$ cat config.mk
export PLATFORM = sky130hd
export DESIGN_NAME = reg_write_arbiter_flat
export DESIGN_NICKNAME = d
export VERILOG_FILES = /design/src/rtl/reg_write_arbiter_if.sv /design/src/rtl/reg_write_arbiter.sv /design/src/flat_wrapper.sv
export SDC_FILE = /design/constraint.sdc
export NUM_CORES = 1
export LEC_CHECK = 0
export BUFFER_PORTS_ARGS = -buffer_cell sky130_fd_sc_hd__buf_2
export CORE_MARGIN = 2
export CORE_UTILIZATION = 48
export DETAILED_ROUTE_END_ITERATION = 10
export GPL_TIMING_DRIVEN = 0
export PLACE_DENSITY = 0.84
export RECOVER_POWER = 50
export SKIP_LAST_GASP = 1
export SLEW_MARGIN = 10
export SYNTH_ARGS = -nofsm -noshare
export SYNTH_HDL_FRONTEND = slang
export SYNTH_SLANG_ARGS = --single-unit
export TNS_END_PERCENT = 10
$ cat constraint.sdc
create_clock -name Clk -period 2.3 [get_ports Clk]
set_clock_uncertainty 0.05 [all_clocks]
set_input_delay 0.575 -clock Clk [delete_from_list [all_inputs] [get_ports Clk]]
set_output_delay 0.575 -clock Clk [all_outputs]
set_load 0.03 [all_outputs]
$ cat src/rtl/reg_write_arbiter_if.sv
// Bundle of requester, RegFile write-side and bypass signals around reg_write_arbiter.
// The arbiter is the slave; requesters, RegFile and hazard logic together form the master.
interface reg_write_arbiter_if #(
    parameter int W = 8,
    parameter int A = 2
);
    logic         Req0;
    logic [A-1:0] Addr0;
    logic [W-1:0] Data0;
    logic         Ack0;

    logic         Req1;
    logic [A-1:0] Addr1;
    logic [W-1:0] Data1;
    logic         Lock1;
    logic         Ack1;

    logic         WriteEn;
    logic [A-1:0] Waddr;
    logic [W-1:0] DataIn;

    logic [A-1:0] RaddrA;
    logic [A-1:0] RaddrB;
    logic         HitA;
    logic         HitB;
    logic [W-1:0] FwdData;
    logic         Owner;

    modport slave (
        input  Req0, Addr0, Data0, Req1, Addr1, Data1, Lock1, RaddrA, RaddrB,
        output Ack0, Ack1, WriteEn, Waddr, DataIn, HitA, HitB, FwdData, Owner
    );

    modport master (
        output Req0, Addr0, Data0, Req1, Addr1, Data1, Lock1, RaddrA, RaddrB,
        input  Ack0, Ack1, WriteEn, Waddr, DataIn, HitA, HitB, FwdData, Owner
    );
endinterface

$ cat src/rtl/reg_write_arbiter.sv
// Two-requester round-robin arbiter for the RegFile write port, with a bounded
// lock for back-to-back load returns and a registered write side plus bypass hits.
module reg_write_arbiter #(
    parameter int W = 8,
    parameter int A = 2
) (
    input  logic                Clk,
    input  logic                Reset,
    reg_write_arbiter_if.slave  bus
);

    typedef enum logic {
        LOCK_OPEN,
        LOCK_HELD
    } lock_state_t;

    lock_state_t  state, state_nxt;
    logic [1:0]   lock_cnt, lock_cnt_nxt;
    logic         last_gnt, last_gnt_nxt;
    logic         ack0, ack1, accept;

    logic         write_en;
    logic [A-1:0] waddr;
    logic [W-1:0] data_in;
    logic         owner;

    // NOTE: sequential state uses non-blocking assignments so every flop samples
    // pre-edge values regardless of process ordering.
    always_ff @(posedge Clk or negedge Reset) begin
        if (!Reset) begin
            state    <= LOCK_OPEN;
            lock_cnt <= 2'd0;
            last_gnt <= 1'b1;
        end else begin
            state    <= state_nxt;
            lock_cnt <= lock_cnt_nxt;
            last_gnt <= last_gnt_nxt;
        end
    end

    // NOTE: every signal written here gets a default first, so no path leaves
    // one unassigned and no latch is inferred.
    always_comb begin
        ack0         = 1'b0;
        ack1         = 1'b0;
        state_nxt    = state;
        lock_cnt_nxt = lock_cnt;
        last_gnt_nxt = last_gnt;

        if (Reset) begin
            if (state == LOCK_HELD && bus.Req1) begin
                ack1 = 1'b1;
            end else if (bus.Req0 && bus.Req1) begin
                ack0 = last_gnt;
                ack1 = !last_gnt;
            end else begin
                ack0 = bus.Req0;
                ack1 = bus.Req1;
            end
        end

        if (ack0) last_gnt_nxt = 1'b0;
        if (ack1) last_gnt_nxt = 1'b1;

        // The lock spans at most four grants, counting the grant that takes it.
        if (!bus.Lock1 || !bus.Req1) begin
            state_nxt    = LOCK_OPEN;
            lock_cnt_nxt = 2'd0;
        end else if (ack1) begin
            if (state == LOCK_OPEN) begin
                state_nxt    = LOCK_HELD;
                lock_cnt_nxt = 2'd1;
            end else if (lock_cnt == 2'd3) begin
                state_nxt    = LOCK_OPEN;
                lock_cnt_nxt = 2'd0;
            end else begin
                lock_cnt_nxt = lock_cnt + 2'd1;
            end
        end
    end

    assign accept = ack0 || ack1;

    // Address/data/owner hold across idle cycles; only the strobe drops.
    always_ff @(posedge Clk or negedge Reset) begin
        if (!Reset) begin
            write_en <= 1'b0;
            waddr    <= '0;
            data_in  <= '0;
            owner    <= 1'b0;
        end else begin
            write_en <= accept;
            if (accept) begin
                waddr   <= ack1 ? bus.Addr1 : bus.Addr0;
                data_in <= ack1 ? bus.Data1 : bus.Data0;
                owner   <= ack1;
            end
        end
    end

    assign bus.Ack0    = ack0;
    assign bus.Ack1    = ack1;
    assign bus.WriteEn = write_en;
    assign bus.Waddr   = waddr;
    assign bus.DataIn  = data_in;
    assign bus.Owner   = owner;

    // Bypass uses only registered state, never this cycle's requests.
    assign bus.HitA    = write_en && (waddr == bus.RaddrA);
    assign bus.HitB    = write_en && (waddr == bus.RaddrB);
    assign bus.FwdData = data_in;

endmodule

$ cat src/flat_wrapper.sv
// flat-port wrapper written by rule: the top's interface ports become plain ports
module reg_write_arbiter_flat 
#(
    parameter int W = 8,
    parameter int A = 2
)
  (Clk, Reset, bus_Req0, bus_Addr0, bus_Data0, bus_Req1, bus_Addr1, bus_Data1, bus_Lock1, bus_RaddrA, bus_RaddrB, bus_Ack0, bus_Ack1, bus_WriteEn, bus_Waddr, bus_DataIn, bus_HitA, bus_HitB, bus_FwdData, bus_Owner);
  reg_write_arbiter_if #(.W(W), .A(A)) bus_i ();
  input  logic Clk;
  input  logic Reset;
  input wire logic [$bits(bus_i.Req0)-1:0] bus_Req0;
  input wire logic [$bits(bus_i.Addr0)-1:0] bus_Addr0;
  input wire logic [$bits(bus_i.Data0)-1:0] bus_Data0;
  input wire logic [$bits(bus_i.Req1)-1:0] bus_Req1;
  input wire logic [$bits(bus_i.Addr1)-1:0] bus_Addr1;
  input wire logic [$bits(bus_i.Data1)-1:0] bus_Data1;
  input wire logic [$bits(bus_i.Lock1)-1:0] bus_Lock1;
  input wire logic [$bits(bus_i.RaddrA)-1:0] bus_RaddrA;
  input wire logic [$bits(bus_i.RaddrB)-1:0] bus_RaddrB;
  output wire logic [$bits(bus_i.Ack0)-1:0] bus_Ack0;
  output wire logic [$bits(bus_i.Ack1)-1:0] bus_Ack1;
  output wire logic [$bits(bus_i.WriteEn)-1:0] bus_WriteEn;
  output wire logic [$bits(bus_i.Waddr)-1:0] bus_Waddr;
  output wire logic [$bits(bus_i.DataIn)-1:0] bus_DataIn;
  output wire logic [$bits(bus_i.HitA)-1:0] bus_HitA;
  output wire logic [$bits(bus_i.HitB)-1:0] bus_HitB;
  output wire logic [$bits(bus_i.FwdData)-1:0] bus_FwdData;
  output wire logic [$bits(bus_i.Owner)-1:0] bus_Owner;
  assign bus_i.Req0 = bus_Req0;
  assign bus_i.Addr0 = bus_Addr0;
  assign bus_i.Data0 = bus_Data0;
  assign bus_i.Req1 = bus_Req1;
  assign bus_i.Addr1 = bus_Addr1;
  assign bus_i.Data1 = bus_Data1;
  assign bus_i.Lock1 = bus_Lock1;
  assign bus_i.RaddrA = bus_RaddrA;
  assign bus_i.RaddrB = bus_RaddrB;
  assign bus_Ack0 = bus_i.Ack0;
  assign bus_Ack1 = bus_i.Ack1;
  assign bus_WriteEn = bus_i.WriteEn;
  assign bus_Waddr = bus_i.Waddr;
  assign bus_DataIn = bus_i.DataIn;
  assign bus_HitA = bus_i.HitA;
  assign bus_HitB = bus_i.HitB;
  assign bus_FwdData = bus_i.FwdData;
  assign bus_Owner = bus_i.Owner;
  reg_write_arbiter #(.W(W), .A(A)) u_core (.Clk(Clk), .Reset(Reset), .bus(bus_i));
endmodule
## Word level (Yosys, flattened, before mapping)

Index checks and enable logic that the tools add are counted.

| word-level totals | value |
|---|---|
| register bits after elaboration | 16 |
| input bits | 29 |
| output and inout bits | 24 |

| cells by class | value |
|---|---|
| add/subtract/negate cells | 1 |
| equality and inequality tests | 3 |
| muxes and demuxes | 18 |
| reduce and logical (&&, ||, !) cells | 11 |

Operator list:

| operator | count |
|---|---|
| two-way mux 1 bit | 12 |
| two-way mux 2 bit | 5 |
| two-way mux 8 bit | 1 |
| == test 2 bit | 2 |
| logical AND 1 bit | 4 |
| nonzero test 2 bit | 2 |
| zero test 1 bit | 3 |
| adder 2 x 1 -> 2 bit, second input constant | 1 |
| == test 2 bit, second input constant | 1 |
| logical OR 1 bit | 2 |

## Logic depth before layout (Yosys ltp)

| logic depth | value |
|---|---|
| depth after elaboration | 6 |
| depth in mapped cells | 6 |
| gate-level depth less buffers | 4 |

## Worst setup path before layout

Ideal clock, no wire load.

| path | value |
|---|---|
| kind | in2out |
| start point | input port bus_Req1 |
| end point | output port bus_Ack0 |
| arrival | 1.243 ns |
| data required time | 1.675 ns |
| slack | 0.432 ns |
| stages | 2 |
| path buffers | 1 |
| cell sequence | buf_6 a21oi_1 |

| between the ends | value |
|---|---|
| cells in the longest elaborated chain, start to end | 4 |

RTL lines:

| what | RTL line | source |
|---|---|---|
| start: declaration | flat_wrapper.sv:14 | `input wire logic [$bits(bus_i.Req1)-1:0] bus_Req1;` |
| logical AND 1 bit | reg_write_arbiter.sv:53 | `end else if (bus.Req0 && bus.Req1) begin` |
| two-way mux 1 bit | reg_write_arbiter.sv:53 |  |
| two-way mux 1 bit (*) | reg_write_arbiter.sv:51 | `if (state == LOCK_HELD && bus.Req1) begin` |
| two-way mux 1 bit (*) | reg_write_arbiter.sv:50 | `if (Reset) begin` |
| end: declaration | flat_wrapper.sv:20 | `output wire logic [$bits(bus_i.Ack0)-1:0] bus_Ack0;` |

Mark *: on every way between the ends. The rest lies on a longest branch, timed or not.

## Worst setup path in the final report

| path | value |
|---|---|
| start point | input port Reset |
| end point | output port bus_Ack1 |

| between the ends | value |
|---|---|
| cells in the longest elaborated chain, start to end | 1 |

RTL lines:

| what | RTL line | source |
|---|---|---|
| start: declaration | flat_wrapper.sv:10 | `input logic Reset;` |
| two-way mux 1 bit | reg_write_arbiter.sv:50 |  |
| end: declaration | flat_wrapper.sv:21 | `output wire logic [$bits(bus_i.Ack1)-1:0] bus_Ack1;` |

No other way between the ends.

==> metrics <==
FF+latch count, synth 16; Worst-Margin Slew just under 600 ps; Worst setup EP type primary output; Detailed Place HPWL roughly 1800 um; Mapped Cells 100; Post-synth ARST share between 90% and 100%; Total Routing Usage GR around a fifth; initial DRC count 12; M1 GR Usage about a quarter; final worst path period share around nine tenths; full die area 2520 um^2; most frequent cells after synthesis dfrtp_1, a41oi_1, buf_4, nor2_1, o21ai_2; worst slew margin relative to its limit around 61%; cell with the most instances after synthesis dfrtp_1; top cells by area, synth dfrtp_1, a41oi_1, o21ai_2; clk buf depth 2; Clk pin slew, worst setup/hold paths 100 ps; Die X-Extent between 50 and 60 um; synth unique cells 28; status complete, no violations; Max Fclk around 470 MHz; DR DRC count 0; total power ~0.00086 W; drt pass-1 iters 4; RSZ-0062 raised after global routing false; vias in the first global route 904; Antenna diodes 0; Fill cells about 170; Final Slew Violations 0; pwr dens ~660 nW/um^2; vias per inst roughly 5.4; final hold vios 0; fin util 66.2%; RR Endpoint u_core.bus.DataIn[4]; Clk Latency, worst-skew pair roughly 280 ps; area grow syn2layout 27.8%; Post-Route WL about 2400 um; sequential fraction of the synthesis area 39.1%; PortBufs 51; final net count 186; DR WL/cell 13.1 um; initial core utilization about half; Yosys top cell by area dfrtp_1; final worst setup slack 188 ps; max cap viols 0; FF-to-FF Start u_core.state; met3 usage roughly 3.9%; fin crit period roughly 2100 ps; Clock Power Share 17.3%; worst path arrival time about 1500 ps; Reg area 402 um^2; switching pwr 0.000339 W; total nets after synthesis 130; first-pass GRT wire length ~4000 um; Worst R2R Setup Slack roughly 960 ps; CTS tree built; final antenna-violating net count 0; EDFF count, synth 0; area share of the largest cell type after synthesis between 30% and 40%; CP Max Fanout 23; H-tree depth 1; I/O pin count 53; setup TNS 0 ps; final setup vio count 0; largest net degree at the start of global routing 24; initial antenna violation count 0; core area approximately 2000 um^2; startpoint types input port; via count 975; pre-CTS setup slack about 31 ps; Top FF cell, synth dfrtp_1; Seq pwr share between 40% and 50%; Cell Area, Synth 1030 um^2; Hold WC Path Type input port to asynchronous set/reset pin; Synth Area per Inst 10.3 um^2; leak pwr 0.641 nW; Multi-input gate area between 400 and 500 um^2; switching fraction of total power about 40%; Crit path required time 1670 ps; Clock Sinks 16; Max IR drop VDD ~0.56 mV; grt met2 use approximately 38%; Root Buffer clkbuf_4; Chip Height between 50 and 60 um; kind of critical path input port to primary output; # rows 16; grt ovf 0; GP Congestion around 0.78; internal power 0.000525 W; Synth warnings 0; Comb power frac a little over two fifths; GR peak layer met2; share of layout cells above drive strength 1 52.9%; FF-to-FF path depth 4; Num CTS Buffers 3
[power groups by stage]
stage	registers, W	logic [W]	clock network [W]
finish	0.000348	0.000366	0.000149
global route	0.000354	0.000394	0.000170
floorplan	0.000411	0.000209	0
CTS	0.000348	0.000379	0.000155
global placement	0.000351	0.000371	0
detailed placement	0.000354	0.000378	0
[area by class of cell]
type / count / area share [%]
clock buffer: 4 / 2.00
sequential: 16 / 30.6
inverter: 3 / 0.859
buffer: 15 / 8.87
multi-input combinational: 66 / 35.4
timing repair buffer: 51 / 19.7
tap: 27 / 2.58
[worst max-delay path, cell delays in order]
cell and delay (ps):
clkbuf_4 280, nand2_1 190, nor2_1 200, buf_2 230
[flip-flops by register name, indices dropped and copies added (netlist names)]
register / count
u_core.bus.WriteEn: 1
u_core.bus.Waddr: 2
u_core.lock_cnt: 2
u_core.bus.DataIn: 8
u_core.bus.Owner: 1
u_core.state: 1
u_core.last_gnt: 1
[placed cells by master (no fill, tap or decap), types with 2 or more instances in the layout]
cell type and count:
a41oi_1 10, xnor2_1 4, a21oi_2 8, nand2_1 3, dfrtp_1 15, buf_4 9, buf_2 52, nor2_1 11
o22ai_1 2, clkbuf_4 4, clkbuf_1 3, inv_1 2, and3_1 2, o21ai_2 4, o21ai_0 8, nand4_1 2
a21oi_1 4
[timing repair]
item	CTS	global route
gates resized for setup	0	1
setup endpoints to repair	0	1
buffers inserted	0	0
hold buffers	0	0
[worst max path at each step]
| stage | startpoint | to | slack, ps | depth (start not counted) |
|---|---|---|---|---|
| after global placement | Reset | bus_Ack1 | 50 | 4 |
| after CTS | Reset | bus_Ack1 | 30 | 4 |
| after global routing | Reset | bus_Ack1 | 80 | 4 |
| after detailed placement | Reset | bus_Ack1 | 30 | 4 |
| final | Reset | bus_Ack1 | 190 | 4 |
| after floorplan | bus_Req1 | bus_Ack0 | 430 | 2 |
[kinds of logic after synthesis]
| family | share of synthesized area (%) |
|---|---|
| AO/OA/AOI/OAI | 30.5 |
| AND/OR/NAND/NOR | 12.2 |
| buffers and inverters | 13.5 |
| flip-flops | 39.1 |
| XOR/XNOR | 3.41 |
| adder cells (fa/ha/maj) | 1.22 |
[layer usage]
layer | share of wire (%) | routed length [um] | vias to the layer above
met2 | 50 | 1190 | 41
met3 | 7.5 | 179 | 2
met1 | 42 | 998 | 460
li1 | - | - | 472
met4 | 0.88 | 21 | 0
met5 | 0 | 0 | -
[through the flow]
step,instances,hold WS (ps),cell area (um^2)
final,182,139,1310
after global routing,182,142,1310
after CTS,182,191,1340
after detailed placement,178,440,1320
after global placement,178,436,1320
after floorplan,100,229,1030
Power figures use the tool's default switching activity.
